--- config.mk ---
export PLATFORM = sky130hd
export DESIGN_NAME = pc_fetch_stage_flat
export DESIGN_NICKNAME = d
export VERILOG_FILES = /design/src/rtl/pc_fetch_stage_if.sv /design/src/rtl/pc_fetch_stage.sv /design/src/flat_wrapper.sv
export SDC_FILE = /design/constraint.sdc
export NUM_CORES = 1
export LEC_CHECK = 0
export BUFFER_PORTS_ARGS = -buffer_cell sky130_fd_sc_hd__buf_4
export CAP_MARGIN = 20
export CORE_MARGIN = 2
export CORE_UTILIZATION = 43
export CTS_CLUSTER_SIZE = 12
export DETAILED_ROUTE_END_ITERATION = 6
export PLACE_DENSITY = 0.79
export SLEW_MARGIN = 25
export SYNTH_ARGS = -nofsm -noshare
export SYNTH_HDL_FRONTEND = slang
export SYNTH_SLANG_ARGS = --single-unit
export TNS_END_PERCENT = 10
--- constraint.sdc ---
create_clock -name clk -period 2.2 [get_ports clk]
set_input_delay 0.33 -clock clk [delete_from_list [all_inputs] [get_ports clk]]
set_output_delay 0.33 -clock clk [all_outputs]
set_load 0.1 [all_outputs]
--- src/rtl/pc_fetch_stage_if.sv ---
//------------------------------------------------------------------------------
// Module      : pc_fetch_stage_if
// Description : Redirect/stall control, instruction-memory req/ack and decode
//               valid/ready signals of the PC/fetch stage.
// Revision    : 1.0 - initial release
//------------------------------------------------------------------------------
`default_nettype none

interface pc_fetch_stage_if #(
  parameter int W = 32
);
  logic [W-1:0] next_pc_in;
  logic         redirect_in;
  logic         stall_in;
  logic         imem_req_out;
  logic [W-1:0] imem_addr_out;
  logic         imem_ack_in;
  logic [W-1:0] imem_data_in;
  logic         instr_valid_out;
  logic         decode_ready_in;
  logic [W-1:0] instr_out;
  logic [W-1:0] instr_pc_out;
  logic [W-1:0] pc_plus4_out;

  // Environment side: next-PC mux, hazard unit, instruction memory, decode.
  modport master (
    output next_pc_in, redirect_in, stall_in, imem_ack_in, imem_data_in, decode_ready_in,
    input  imem_req_out, imem_addr_out, instr_valid_out, instr_out, instr_pc_out, pc_plus4_out
  );

  // Fetch stage side.
  modport slave (
    input  next_pc_in, redirect_in, stall_in, imem_ack_in, imem_data_in, decode_ready_in,
    output imem_req_out, imem_addr_out, instr_valid_out, instr_out, instr_pc_out, pc_plus4_out
  );
endinterface

`default_nettype wire

--- src/rtl/pc_fetch_stage.sv ---
//------------------------------------------------------------------------------
// Module      : pc_fetch_stage
// Description : MIPS program counter and single-entry instruction fetch buffer.
// Revision    : 1.0 - initial release
//------------------------------------------------------------------------------
`default_nettype none

module pc_fetch_stage #(
  parameter int           W        = 32,
  parameter logic [W-1:0] RESET_PC = '0
) (
  input  wire logic       clk,
  input  wire logic       rst_n_in,
  pc_fetch_stage_if.slave bus
);

  localparam logic [W-1:0] C_PC_STEP    = W'(4);
  localparam logic [W-1:0] C_ALIGN_MASK = ~W'(3);

  typedef enum logic [1:0] {
    S_IDLE  = 2'd0,
    S_FETCH = 2'd1,
    S_FULL  = 2'd2
  } state_t;

  state_t       r_state;
  logic [W-1:0] r_pc;
  logic [W-1:0] r_instr;
  logic [W-1:0] r_instr_pc;
  logic         r_instr_valid;

  logic         w_take;
  logic         w_req;
  logic         w_fetch_done;
  logic [W-1:0] w_pc_plus4;
  logic [W-1:0] w_redirect_pc;

  assign w_take        = (r_state == S_FULL) && bus.decode_ready_in;
  assign w_req         = !bus.stall_in && !bus.redirect_in &&
                         ((r_state == S_FETCH) || w_take);
  assign w_fetch_done  = w_req && bus.imem_ack_in;
  assign w_pc_plus4    = r_pc + C_PC_STEP;
  assign w_redirect_pc = bus.next_pc_in & C_ALIGN_MASK;

  always_ff @(posedge clk or negedge rst_n_in) begin
    if (!rst_n_in) begin
      r_state       <= S_IDLE;
      r_pc          <= RESET_PC;
      r_instr       <= '0;
      r_instr_pc    <= '0;
      r_instr_valid <= 1'b0;
    end else if (bus.redirect_in) begin
      // Any ack in this cycle belongs to the wrong path and is discarded.
      r_state       <= S_FETCH;
      r_pc          <= w_redirect_pc;
      r_instr_valid <= 1'b0;
    end else begin
      unique case (r_state)
        S_IDLE: begin
          r_state <= S_FETCH;
        end
        S_FETCH, S_FULL: begin
          if (w_fetch_done) begin
            r_state       <= S_FULL;
            r_instr       <= bus.imem_data_in;
            r_instr_pc    <= r_pc;
            r_pc          <= w_pc_plus4;
            r_instr_valid <= 1'b1;
          end else if (w_take && !bus.stall_in) begin
            r_state       <= S_FETCH;
            r_instr_valid <= 1'b0;
          end
        end
        default: begin
          r_state       <= S_IDLE;
          r_instr_valid <= 1'b0;
        end
      endcase
    end
  end

  assign bus.imem_req_out    = w_req;
  assign bus.imem_addr_out   = r_pc;
  assign bus.pc_plus4_out    = w_pc_plus4;
  assign bus.instr_valid_out = r_instr_valid;
  assign bus.instr_out       = r_instr;
  assign bus.instr_pc_out    = r_instr_pc;

endmodule

`default_nettype wire

--- src/flat_wrapper.sv ---
// flat-port wrapper written by rule: the top's interface ports become plain ports
module pc_fetch_stage_flat 
#(
  parameter int           W        = 32,
  parameter logic [W-1:0] RESET_PC = '0
)
  (clk, rst_n_in, bus_next_pc_in, bus_redirect_in, bus_stall_in, bus_imem_ack_in, bus_imem_data_in, bus_decode_ready_in, bus_imem_req_out, bus_imem_addr_out, bus_instr_valid_out, bus_instr_out, bus_instr_pc_out, bus_pc_plus4_out);
  pc_fetch_stage_if #(.W(W)) bus_i ();
  input  wire logic clk;
  input  wire logic rst_n_in;
  input wire logic [$bits(bus_i.next_pc_in)-1:0] bus_next_pc_in;
  input wire logic [$bits(bus_i.redirect_in)-1:0] bus_redirect_in;
  input wire logic [$bits(bus_i.stall_in)-1:0] bus_stall_in;
  input wire logic [$bits(bus_i.imem_ack_in)-1:0] bus_imem_ack_in;
  input wire logic [$bits(bus_i.imem_data_in)-1:0] bus_imem_data_in;
  input wire logic [$bits(bus_i.decode_ready_in)-1:0] bus_decode_ready_in;
  output wire logic [$bits(bus_i.imem_req_out)-1:0] bus_imem_req_out;
  output wire logic [$bits(bus_i.imem_addr_out)-1:0] bus_imem_addr_out;
  output wire logic [$bits(bus_i.instr_valid_out)-1:0] bus_instr_valid_out;
  output wire logic [$bits(bus_i.instr_out)-1:0] bus_instr_out;
  output wire logic [$bits(bus_i.instr_pc_out)-1:0] bus_instr_pc_out;
  output wire logic [$bits(bus_i.pc_plus4_out)-1:0] bus_pc_plus4_out;
  assign bus_i.next_pc_in = bus_next_pc_in;
  assign bus_i.redirect_in = bus_redirect_in;
  assign bus_i.stall_in = bus_stall_in;
  assign bus_i.imem_ack_in = bus_imem_ack_in;
  assign bus_i.imem_data_in = bus_imem_data_in;
  assign bus_i.decode_ready_in = bus_decode_ready_in;
  assign bus_imem_req_out = bus_i.imem_req_out;
  assign bus_imem_addr_out = bus_i.imem_addr_out;
  assign bus_instr_valid_out = bus_i.instr_valid_out;
  assign bus_instr_out = bus_i.instr_out;
  assign bus_instr_pc_out = bus_i.instr_pc_out;
  assign bus_pc_plus4_out = bus_i.pc_plus4_out;
  pc_fetch_stage #(.W(W), .RESET_PC(RESET_PC)) u_core (.clk(clk), .rst_n_in(rst_n_in), .bus(bus_i));
endmodule
Word-level counts from Yosys, hierarchy flattened --
Index checks and enable logic that the tools add are counted.
Storage, ports and cells: flip-flop bits (word level) 99, bits of input ports 70, output and inout port bits 130, logic and storage cells 37
Operators by class: add/sub/neg operators 1, eq/ne operators 4, multiplexer cells 11, bitwise gates (word level) 1, reductions and logical operators 15
Operator list (count):
- two-way mux 32 bit | 3
- adder 32 x 3 -> 32 bit, second input constant | 1
- two-way mux 2 bit | 3
- logical AND 1 bit | 5
- != test 4 x 2 -> 1 bit, second input constant | 1
- case mux 2 bit (2 select lines) | 1
- AND reduction 2 bit | 2
- nonzero test 2 bit | 2
- two-way mux 1 bit | 3
- AND reduction 3 bit | 1
- == test 2 x 1 -> 1 bit, second input constant | 1
- == test 2 bit, second input constant | 1
- zero test 1 bit | 2
- zero test 2 bit | 1
- != test 2 bit, second input constant | 1
- case mux 1 bit (2 select lines) | 1
- OR reduction 2 bit | 1
- logical OR 1 bit | 1
- inverter 1 bit | 1

Longest topological paths before layout --
Gate-level depths: netlist (run 1).
depth after elaboration 8, depth in mapped cells 10, mapped depth without buffers 7

Worst setup path after synthesis (run 1) --
Ideal clock, no wire load.
kind register -> output, start reg u_core.r_pc[4], in the netlist u_core.bus.imem_addr_out[4], end out bus_pc_plus4_out[17], arrival time 3.751 ns, required time 1.870 ns, setup slack -1.881 ns, stages on the path, launching flop included 7, buffers on the path 2, path through dfrtp_1 buf_2 nand4_2 nor4_4 buf_2 nand3_1 xnor2_1
Between the ends: longest elaborated chain between the ends 1
RTL lines:
- start: declaration | line pc_fetch_stage.sv:27 | logic [W-1:0] r_pc;
- start signal: assignment | line pc_fetch_stage.sv:55 | r_pc <= w_redirect_pc;
- start signal: assignment | line pc_fetch_stage.sv:67 | r_pc <= w_pc_plus4;
- adder 32 x 3 -> 32 bit | line pc_fetch_stage.sv:42 | assign w_pc_plus4 = r_pc + C_PC_STEP;
- end: declaration | line flat_wrapper.sv:22 | output wire logic [$bits(bus_i.pc_plus4_out)-1:0] bus_pc_plus4_out;
Every way passes these cells.

Final worst setup path (run 1) --
start reg u_core.r_pc[8], in the netlist u_core.bus.imem_addr_out[8], end out bus_pc_plus4_out[25]
Same word-level chain as after synthesis.

==> impl_results.md, run 1 <==
- Post-route DRC: 0
- Rows: 38
- Synth top area share: 50.79%
- Crit path max fanout: 7
- Worst-path cell chain: nand4_4 -> nor4_4 -> buf_6 -> nand4_1 -> buf_6 -> xnor2_4 -> buf_12
- Setup WS pre-CTS: -0.05551 ns
- Latest clock arrival within the worst-skew pair: 0.36 ns
- WS Path Type: flop to output port
- RR Startpoint: u_core.bus.imem_addr_out[7]$_DFFE_PN0P_
- DP Area: 7196 um2
- Unrepaired setup endpoints after global routing: true
- Clock transition at the registers of the reported paths: 0.09 ns
- Share of cells above drive strength 1: 47.78%
- Flop2flop setup slack: -0.02 ns
- Number of synthesized flops with an enable pin: 0
- Clock Skew: approximately 0.0087 ns
- Final hold viol count: 0
- N_diodes: 0
- WP data required: 1.87 ns
- Total CTS buffers: 9
- Seq/Total Area, Yosys: 50.79%
- Flops & latches, synth: 95
- CTS tree: built
- ANT nets after route: 0
- Async S/R FF share, synth: 100.0%
- Min cycle time layout: approximately 2.5 ns
- Routed length per instance: 16.56 um
- DRT Wirelength: about 15000 um
- HPWL Detailed: 10790 um
- Slowest cell on crit path: dfrtp_4
- Uppermost routed layer: met4
- CP max stage delay: 0.43 ns
- Worst setup path start: u_core.bus.imem_addr_out[8]$_DFFE_PN0P_
- Crit path top cell by count: buf_6
- Clk buf depth: 2
- Static leakage: 3.982 nW
- IO Count: 200
- Post-route setup slack: -0.2987 ns
- Length of routed met3 wiring: between 1000 and 1500 um
- Synth warn: 0
- Nets@finish: 857
- Pwr dens: 1578 nW/um2
- Via count: 4814
- Iter 0 DRT Violations: between 300 and 400
- Mean Syn Cell Area: between 8 and 9 um2
- Mapped Area: about 4700 um2
- Synth Flop Type: dfrtp_1
- Total GRT Usage: 26.56%
- Routability congestion estimate: roughly 0.91
- Max Cap Viol: 0
- F_max: 0.4002 GHz
- Metal-1 WL: 6138 um
- IO Port Bufs: 191
- Setup tns final: -4.210 ns
- Design Power: 12.52 mW
- Synth-to-layout area growth: 69.50%
- Largest net degree at the start of global routing: 43
- Core Box Area: about 11000 um2
- Synth cell types: 42
- Number of global-route vias before repair: 4798
- TritonRoute pass-1 iters: 5
- Grt total ovfl: 0
- Final period utilization: 113.6%
- Root Driver: clkbuf_8
- Cell count after synthesis: around 540
- # clock sinks: 95
- Max-slew violation count: 0
- Setup crit end kind: output port
- Peak supply drop: about 0.0014 V
- WP data arrival: 2.17 ns
- Die X: 108.3 um
- Final Util: between 70 and 80%
- Antenna violations before repair: 0
- Fin area: 7934 um2
- Outcome: complete, but fails checks
- Violated checks: setup timing
- Final setup viols: 22
- Clock H-tree levels: 3
- Largest area contributor in the netlist: dfrtp_1
- Met2 WL: between 7000 and 8000 um
- Hold path start: bus_imem_data_in[2]
- CP Launch Type: flop
- Die Ht: around 110 um
- Vias per inst: 5.193
- Hold WC Path Type: input pin to flop
- Number of fill cells: 760
- Synth top area cells: dfrtp_1, nand2_1, xnor2_1
- First-pass GRT wire length: 24070 um
- Total die area: around 12000 um2
- Starting Density: between 40% and 50%
[final cells by class]
cell class	count	area, um2	area share, %
Inverter	6	22.52	0.2839
Clock buffer	12	155.1	1.956
Timing Repair Buffer	269	2379	29.98
Clock inverter	4	45.04	0.5677
Multi-Input combinational cell	401	2708	34.13
Sequential cell	95	2450	30.88
Tap cell	140	175.2	2.208
[metrics by stage]
stage	hold slack, ns	instances
2_1_floorplan	0.03441	542
3_3_place_gp	0.3000	897
3_5_place_dp	0.3079	897
4_1_cts	0.1354	920
5_1_grt	0.1294	927
6_report	0.1454	927
[path summary, 6_finish.rpt]
check,to,cells after the start
min,u_core.bus.instr_out[2]$_DFFE_PN0P_,3
max in group asynchronous,u_core.bus.imem_addr_out[5]$_DFFE_PN0P_,3
min reg2reg,u_core.bus.instr_pc_out[29]$_DFFE_PN0P_,2
min in group asynchronous,u_core.bus.instr_pc_out[18]$_DFFE_PN0P_,2
max,bus_pc_plus4_out[25],7
max reg2reg,u_core.bus.imem_addr_out[28]$_DFFE_PN0P_,9
[layer usage]
metal	up-vias	GRT usage, %
li1	2251	-
met5	-	0
met3	20	6.148
met4	0	8.425
met1	2345	33.01
met2	198	45.91
[worst max-delay path, delay by kind of cell (launching register included)]
family | cells | cell delay (ns)
buf+inv | 3 | 0.54
flops | 1 | 0.43
xor+xnor | 1 | 0.16
simple gates | 3 | 0.66
[state kept, by name (all words and copies together) (netlist names)]
signal and flops:
u_core.bus.instr_valid_out 1, u_core.bus.imem_addr_out 30, u_core.r_state 2, u_core.bus.instr_pc_out 30
u_core.bus.instr_out 32
[power by group]
| group | internal, mW | total [mW] | leakage (nW) | switching (mW) |
|---|---|---|---|---|
| combinational | 1.83 | 8.50 | 2.73 | 6.67 |
| sequential | 2.40 | 2.82 | 1.15 | 0.415 |
| clock | 0.584 | 1.20 | 0.106 | 0.618 |
| total | 4.82 | 12.5 | 3.98 | 7.70 |
[layout by cell type (no fill, tap or decap), drive strengths merged, types with 7 or more instances in the layout]
| cell type | count |
|---|---|
| nand2 | 223 |
| nand4 | 7 |
| nor2 | 20 |
| a21oi | 8 |
| dfrtp | 95 |
| o211ai | 8 |
| nand3 | 18 |
| clkbuf | 12 |
| xnor2 | 14 |
| xor2 | 14 |
| buf | 268 |
| o21ai | 11 |
| a22oi | 11 |
[kinds of logic after synthesis]
kind of cell / share of synthesized area [%]
DFF: 50.79
AOI/OAI and AO/OA: 9.356
xor gates and xnor gates: 5.239
other: 0.08012
and+or+nand+nor: 28.04
muxes: 0.8554
adders and majority gates: 1.337
buffers and inverters: 4.304
[timing repair]
action,CTS,global route
hold buffers,1,0
pin swaps,12,5
setup buffers,6,7
endpoints found under the hold margin,27,0
endpoints found under the setup margin,31,61
gates resized for setup,85,19
[synth_stat cells (8+ instances only)]
master,instances
dfrtp_1,95
clkbuf_1,21
a21oi_1,8
nand3_1,18
xnor2_1,14
nand2_1,223
buf_1,8
xor2_1,14
o21ai_0,11
a22oi_1,11
nor2_1,20
o211ai_1,8
Power figures use the tool's default switching activity.
==> run 2, diff against run 1 <==
CORE_ASPECT_RATIO = 2   (was not set)
CTS_CLUSTER_DIAMETER = 80   (was not set)
PLACE_DENSITY = 0.76   (was 0.79)
==> impl_results.md, run 2 (synthesis gave the netlist of run 1 again) <==
- Most common cell after layout, fill and taps aside: buf_4
- WP data required: 1.87 ns (about the same)
- Max-slew violation count: 0 (unchanged)
- Via count: 4841 (+0.56%)
- Worst hold path depth: 3 (unchanged)
- Nets@finish: 851 (-0.70%)
- Die Ht: 151.6 um (+40%)
- IO Port Bufs: 191 (unchanged)
- DRT Wirelength: 15710 um (+2.4%)
- Setup crit end kind: output port
- # clock sinks: 95 (unchanged)
- Total GRT Usage: 26.68% (+0.12 points)
- Clock H-tree levels: 3 (unchanged)
- Unrepaired setup endpoints after global routing: true
- Final period utilization: 115.0% (+1.4 points)
- Setup tns final: -4.241 ns (-0.03191 ns)
- Iter 0 DRT Violations: 276 (-16%)
- Reg-to-Reg End: u_core.bus.imem_addr_out[24]$_DFFE_PN0P_
- First-pass GRT wire length: 24490 um (+1.7%)
- RR Startpoint: u_core.r_state[1]$_DFFE_PN0P_
- Post-route setup slack: -0.3299 ns (-0.03122 ns)
- Clock Skew: 0.005407 ns (-0.003332 ns)
- Most frequent cells in the layout: buf_4, nand2_1, dfrtp_1
- HPWL Detailed: 11250 um (+4.3%)
- Hold slack: 0.1648 ns (+0.01940 ns)
- Number of global-route vias before repair: 4914 (+2.4%)
- Vias per inst: 5.273 (+1.5%)
- Static leakage: 4.042 nW (+1.5%)
- Pwr dens: 1614 nW/um2 (+2.3%)
- Design Power: 12.96 mW (+3.6%)
- Total CTS buffers: 9 (unchanged)
- Peak supply drop: 0.001311 V (-5.9%)
- F_max: 0.3953 GHz (-1.2%)
- Routability congestion estimate: 0.8440 (-7.6%)
- Outcome: complete, but fails checks
- Total die area: 11790 um2 (+0.43%)
- Share of cells above drive strength 1: 47.63% (-0.15 points)
- Root Driver: clkbuf_16
- Hold endpoint: u_core.bus.instr_out[20]$_DFFE_PN0P_
- Antenna violations before repair: 0 (unchanged)
- Clk buf depth: 2 (unchanged)
- Clock transition at the registers of the reported paths: 0.07 ns (-0.02 ns)
- Worst reg2reg path depth: 7 (-2)
- CTS tree: built
- Max Cap Viol: 0 (unchanged)
- Worst-Margin Slew: 0.6150 ns
- Number of flip-flops in the largest register: 32 (unchanged)
- Final hold viol count: 0 (unchanged)
- Starting Density: 44.39% (+0.83 points)
- Routed length per instance: 17.12 um (+3.4%)
- Hold path start: bus_imem_data_in[20]
- Hold WC Path Type: input pin to flop
- Min cycle time layout: 2.530 ns (+0.03122 ns)
- Crit path max fanout: 5 (-2)
- Post-route DRC: 0 (unchanged)
- Largest net degree at the start of global routing: 52 (+21%)
- Die X: 77.78 um (-28%)
- CP Launch Type: flop
- Synth-to-layout area growth: 71.64%
- Flop2flop setup slack: -0.08 ns (-0.06 ns)
- Final setup viols: 29 (+32%)
- Violated checks: setup timing
- Latest clock arrival within the worst-skew pair: 0.34 ns (-0.02 ns)
- Max transition margin: 59.00%
- Rows: 53 (+39%)
- Grt total ovfl: 0 (unchanged)
- WP data arrival: 2.20 ns (+0.03 ns)
- ANT nets after route: 0 (unchanged)
- TritonRoute pass-1 iters: 5 (unchanged)
- N_diodes: 0 (unchanged)
- IO Count: 200 (unchanged)
- WS Path Type: flop to output port
- Core Box Area: 10540 um2 (-1.9%)
## run 2: cell types whose count changed in the layout (fill, tap and decap cells not counted), sizes merged
cell | previous run | this run
buf | 268 | 262
clkinvlp | 0 | 3
inv | 6 | 7
clkbuf | 12 | 10
clkinv | 3 | 1
## run 2: timing repair
action / 4_1_cts / 5_1_grt
setup endpoints to repair: 39 / 102
hold buffers: 1 / 0
gates resized for setup: 83 / 31
buffers inserted: 3 / 2
endpoints found under the hold margin: 7 / 0
pin swaps: 8 / 4
## run 2: cell type report
| type | instances | area (um2) |
|---|---|---|
| Inverter | 6 | 25.02 |
| Timing Repair Buffer | 263 | 2336 |
| Sequential cell | 95 | 2450 |
| Clock inverter | 6 | 70.07 |
| Clock buffer | 10 | 229.0 |
| Fill cell | 695 | 2510 |
| Multi-Input combinational cell | 401 | 2753 |
| Tap cell | 137 | 171.4 |
## run 2: stage by stage
stage | instance area (um2) | util (%) | std cells | setup WS [ns]
3_3_place_gp | 7207 | 68.35 | 896 | -0.08397
3_5_place_dp | 7207 | 68.35 | 896 | -0.1224
5_1_grt | 8034 | 76.20 | 918 | -0.4338
6_report | 8034 | 76.20 | 918 | -0.3299
2_1_floorplan | 5264 | - | 542 | -0.5816
4_1_cts | 7888 | 74.81 | 916 | -0.3301
## run 2: how the worst max path moves through the flow
stage | startpoint | slack, ns | cells past startpoint | endpoint
CTS | u_core.bus.imem_addr_out[5]$_DFFE_PN0P_ | -0.33 | 7 | bus_pc_plus4_out[31]
global placement | u_core.bus.imem_addr_out[8]$_DFFE_PN0P_ | -0.08 | 7 | bus_pc_plus4_out[31]
finish | u_core.bus.imem_addr_out[5]$_DFFE_PN0P_ | -0.33 | 7 | bus_pc_plus4_out[31]
detailed placement | u_core.r_state[1]$_DFFE_PN0P_ | -0.12 | 8 | u_core.bus.imem_addr_out[26]$_DFFE_PN0P_
floorplan | u_core.bus.imem_addr_out[26]$_DFFE_PN0P_ | -0.58 | 6 | bus_pc_plus4_out[31]
global route | u_core.bus.imem_addr_out[5]$_DFFE_PN0P_ | -0.43 | 7 | bus_pc_plus4_out[31]
## run 2: power by group
group / total, mW / switching [mW] / internal (mW) / leakage [nW]
clock network: 1.60 / 0.712 / 0.888 / 0.135
logic: 8.51 / 6.67 / 1.83 / 2.76
registers: 2.86 / 0.452 / 2.40 / 1.15
total: 13.0 / 7.84 / 5.13 / 4.04
## run 2: per-layer routing
metal / GRT usage, % / wire, um / share of wire (%)
met1: 28.99 / 5345 / 34
met2: 49.61 / 8915 / 57
met3: 5.391 / 909 / 5.8
met4: 11.25 / 540 / 3.4
met5: 0 / 0 / 0
## run 2: worst max-delay path, stage by stage (launching register included)
cell and delay [ns]:
dfrtp_4 0.43, nand4_4 0.14, nor4_4 0.44, nand3_2 0.19, nor2_1 0.13, buf_4 0.15
xor2_4 0.17, buf_12 0.19
==> run 3, diff against run 2 <==
ABC_AREA = 1   (was not set)
CORE_UTILIZATION = 44   (was 43)
PLACE_DENSITY = 0.77   (was 0.76)
==> impl_results.md, run 3 <==
- Outcome: complete, but fails checks
- Violated checks: setup timing
- Worst-Margin Slew: 0.5023 ns (-0.1128 ns)
- Routed length per instance: 16.21 um (-5.3%)
- Number of synthesized flops with an enable pin: 0 (unchanged)
- Synth top cells by count: nand2_1, dfrtp_1, inv_1, o21ai_0, nor2_1
- Most common cell after layout, fill and taps aside: nand2_1
- Rows: 54 (+1.9%)
- Synth top area cells: dfrtp_1, nand2_1, o21ai_0
- Dpl cells: 980 (+9.4%)
- Hold WC Path Type: input pin to flop
- Clock transition at the registers of the reported paths: 0.07 ns (about the same)
- Routability congestion estimate: 0.9525 (+13%)
- Seq/Total Area, Yosys: 48.84% (-1.9 points)
- Crit path max fanout: 6 (+1)
- F_max: 0.4437 GHz (+12%)
- Synth top area share: 48.84% (-1.9 points)
- Cell count after synthesis: 650 (+21%)
- Most frequent cells in the layout: nand2_1, buf_4, dfrtp_1
- Mapped Area: 4867 um2 (+4.0%)
- Synth warn: 0 (unchanged)
- Max Cap Viol: 0 (unchanged)
- CP Launch Type: flop
- TritonRoute pass-1 iters: 7 (+2)
- Flops & latches, synth: 95 (unchanged)
- ANT nets after route: 0 (unchanged)
- Number of global-route vias before repair: 5268 (+7.2%)
- Final setup viols: 14 (-52%)
- Max-slew violation count: 0 (unchanged)
- Number of fill cells: 853 (+23%)
- First-pass GRT wire length: 25680 um (+4.9%)
- Total die area: 11970 um2 (+1.6%)
- Top-count cell post-synth: nand2_1
- WP data required: 1.87 ns (about the same)
- Grt total ovfl: 0 (unchanged)
- Share of cells above drive strength 1: 37.44% (-10 points)
- HPWL Detailed: 12080 um (+7.3%)
- Max transition margin: 66.52% (+7.5 points)
- Final period utilization: 102.5% (-13 points)
- DRT Wirelength: 16340 um (+4.0%)
- Clock H-tree levels: 3 (unchanged)
- Setup tns final: -0.3168 ns (+3.925 ns)
- Core Box Area: 10880 um2 (+3.2%)
- Worst-path cell chain: ha_4 -> nand3_4 -> nor2_4 -> nand2_1 -> xnor2_4 -> buf_8
- Starting Density: 44.74% (+0.35 points)
- WS Path Type: flop to output port
- Synth cell types: 29 (-31%)
- Mean Syn Cell Area: 7.488 um2 (-14%)
- IO Port Bufs: 191 (unchanged)
- # clock sinks: 95 (unchanged)
- Total GRT Usage: 27.38% (+0.70 points)
- Post-route setup slack: -0.05397 ns (+0.2759 ns)
- Nets@finish: 938 (+10%)
- Root Driver: clkbuf_16
- Iter 0 DRT Violations: 235 (-15%)
- Min cycle time layout: 2.254 ns (-0.2759 ns)
- Total CTS buffers: 9 (unchanged)
- Die X: 78.37 um (+0.77%)
- Vias per inst: 5.060 (-4.1%)
- CP max stage delay: 0.43 ns (about the same)
- CTS tree: built
- WP data arrival: 1.92 ns (-0.28 ns)
- Non-filler instance count after layout: 1008 (+9.8%)
- Number of flip-flops in the largest register: 32 (unchanged)
- Synth-to-layout area growth: 56.17%
- Post-route DRC: 0 (unchanged)
- Die Ht: 152.7 um (+0.79%)
- N_diodes: 0 (unchanged)
- Via count: 5100 (+5.4%)
- Final hold viol count: 0 (unchanged)
- Clock Skew: 0.005349 ns (-0.00005848 ns)
- Clk buf depth: 2 (unchanged)
- Slowest cell on crit path: dfrtp_4
- IO Count: 200 (unchanged)
- Unrepaired setup endpoints after global routing: true
- Setup crit end kind: output port
- Latest clock arrival within the worst-skew pair: 0.34 ns (about the same)
- Synth Flop Type: dfrtp_1
- Async S/R FF share, synth: 100.0% (unchanged)
- Largest area contributor in the netlist: dfrtp_1
- Largest net degree at the start of global routing: 82 (+58%)
- Antenna violations before repair: 0 (unchanged)
## run 3: repair_timing
action | CTS | global route
resized for setup | 70 | 44
pin swaps | 9 | 11
hold buffers | 1 | 0
setup endpoints to repair | 23 | 25
buffers inserted | 5 | 6
endpoints found under the hold margin | 14 | 0
## run 3: path summary, 6_finish.rpt
path | start | end | slack (ns) | cells after the start
min in group asynchronous | rst_n_in | u_core.bus.instr_out[6]$_DFFE_PN0P_ | 0.38 | 2
max in group asynchronous | rst_n_in | u_core.bus.imem_addr_out[9]$_DFFE_PN0P_ | 1.07 | 3
worst min register to register | u_core.bus.instr_out[20]$_DFFE_PN0P_ | u_core.bus.instr_out[20]$_DFFE_PN0P_ | 0.48 | 2
worst max register to register | u_core.r_state[0]$_DFFE_PN0P_ | u_core.bus.imem_addr_out[15]$_DFFE_PN0P_ | 0.31 | 9
worst min-delay path | bus_imem_data_in[20] | u_core.bus.instr_out[20]$_DFFE_PN0P_ | 0.18 | 3
worst max-delay path | u_core.bus.imem_addr_out[3]$_DFFE_PN0P_ | bus_pc_plus4_out[12] | -0.05 | 6
## run 3: kinds of logic (layout without fill, tap and decap cells)
logic type | count (synthesis) | count (layout) | synth area share, %
and+or+nand+nor | 404 | 404 | 34.50
AOI/OAI and AO/OA | 54 | 54 | 5.913
xor gates and xnor gates | 12 | 12 | 2.314
buffers and inverters | 79 | 292 | 7.069
DFF | 95 | 95 | 48.84
other | 1 | 6 | 0.07705
adders and majority gates | 5 | 5 | 1.285
## run 3: area by class of cell
type                            instances  area, um2  share of cell area, %
Clock buffer                           10      239.0                  3.144
Clock inverter                          6      67.56                 0.8889
Inverter                               51      195.2                  2.568
Multi-Input combinational cell        481       2526                  33.23
Sequential cell                        95       2407                  31.67
Tap cell                              140      175.2                  2.305
Timing Repair Buffer                  225       1991                  26.19
## run 3: worst max-delay path, delay by kind of cell, from the launching register on
kind	cells	cell delay (ns)
buffers and inverters	1	0.22
adder cells (fa/ha/maj)	1	0.16
XOR/XNOR	1	0.25
flip-flops	1	0.43
AND/OR/NAND/NOR	3	0.52
## run 3: per-layer routing
| metal | global-route usage [%] | vias up | wire length (um) |
|---|---|---|---|
| met4 | 17.38 | 0 | 890 |
| met3 | 4.917 | 55 | 918 |
| met5 | 0 | - | 0 |
| met2 | 50.53 | 222 | 9072 |
| met1 | 27.29 | 2409 | 5463 |
| li1 | - | 2414 | - |
## run 3: stage by stage
step | hold WS, ns | worst slack [ns] | cell area (um2) | utilization [%]
after floorplan | 0.03441 | -0.4497 | 5119 | -
after global placement | 0.1954 | 0.1464 | 6779 | 62.32
after detailed placement | 0.2031 | 0.1286 | 6779 | 62.32
after CTS | 0.1721 | -0.05804 | 7406 | 68.08
after global routing | 0.1776 | -0.1445 | 7601 | 69.88
final | 0.1772 | -0.05397 | 7601 | 69.88
Power of run 3 is left out: the tool's default activity adds up to more than one toggle a clock period on the data nets, which glitch-free logic cannot reach.
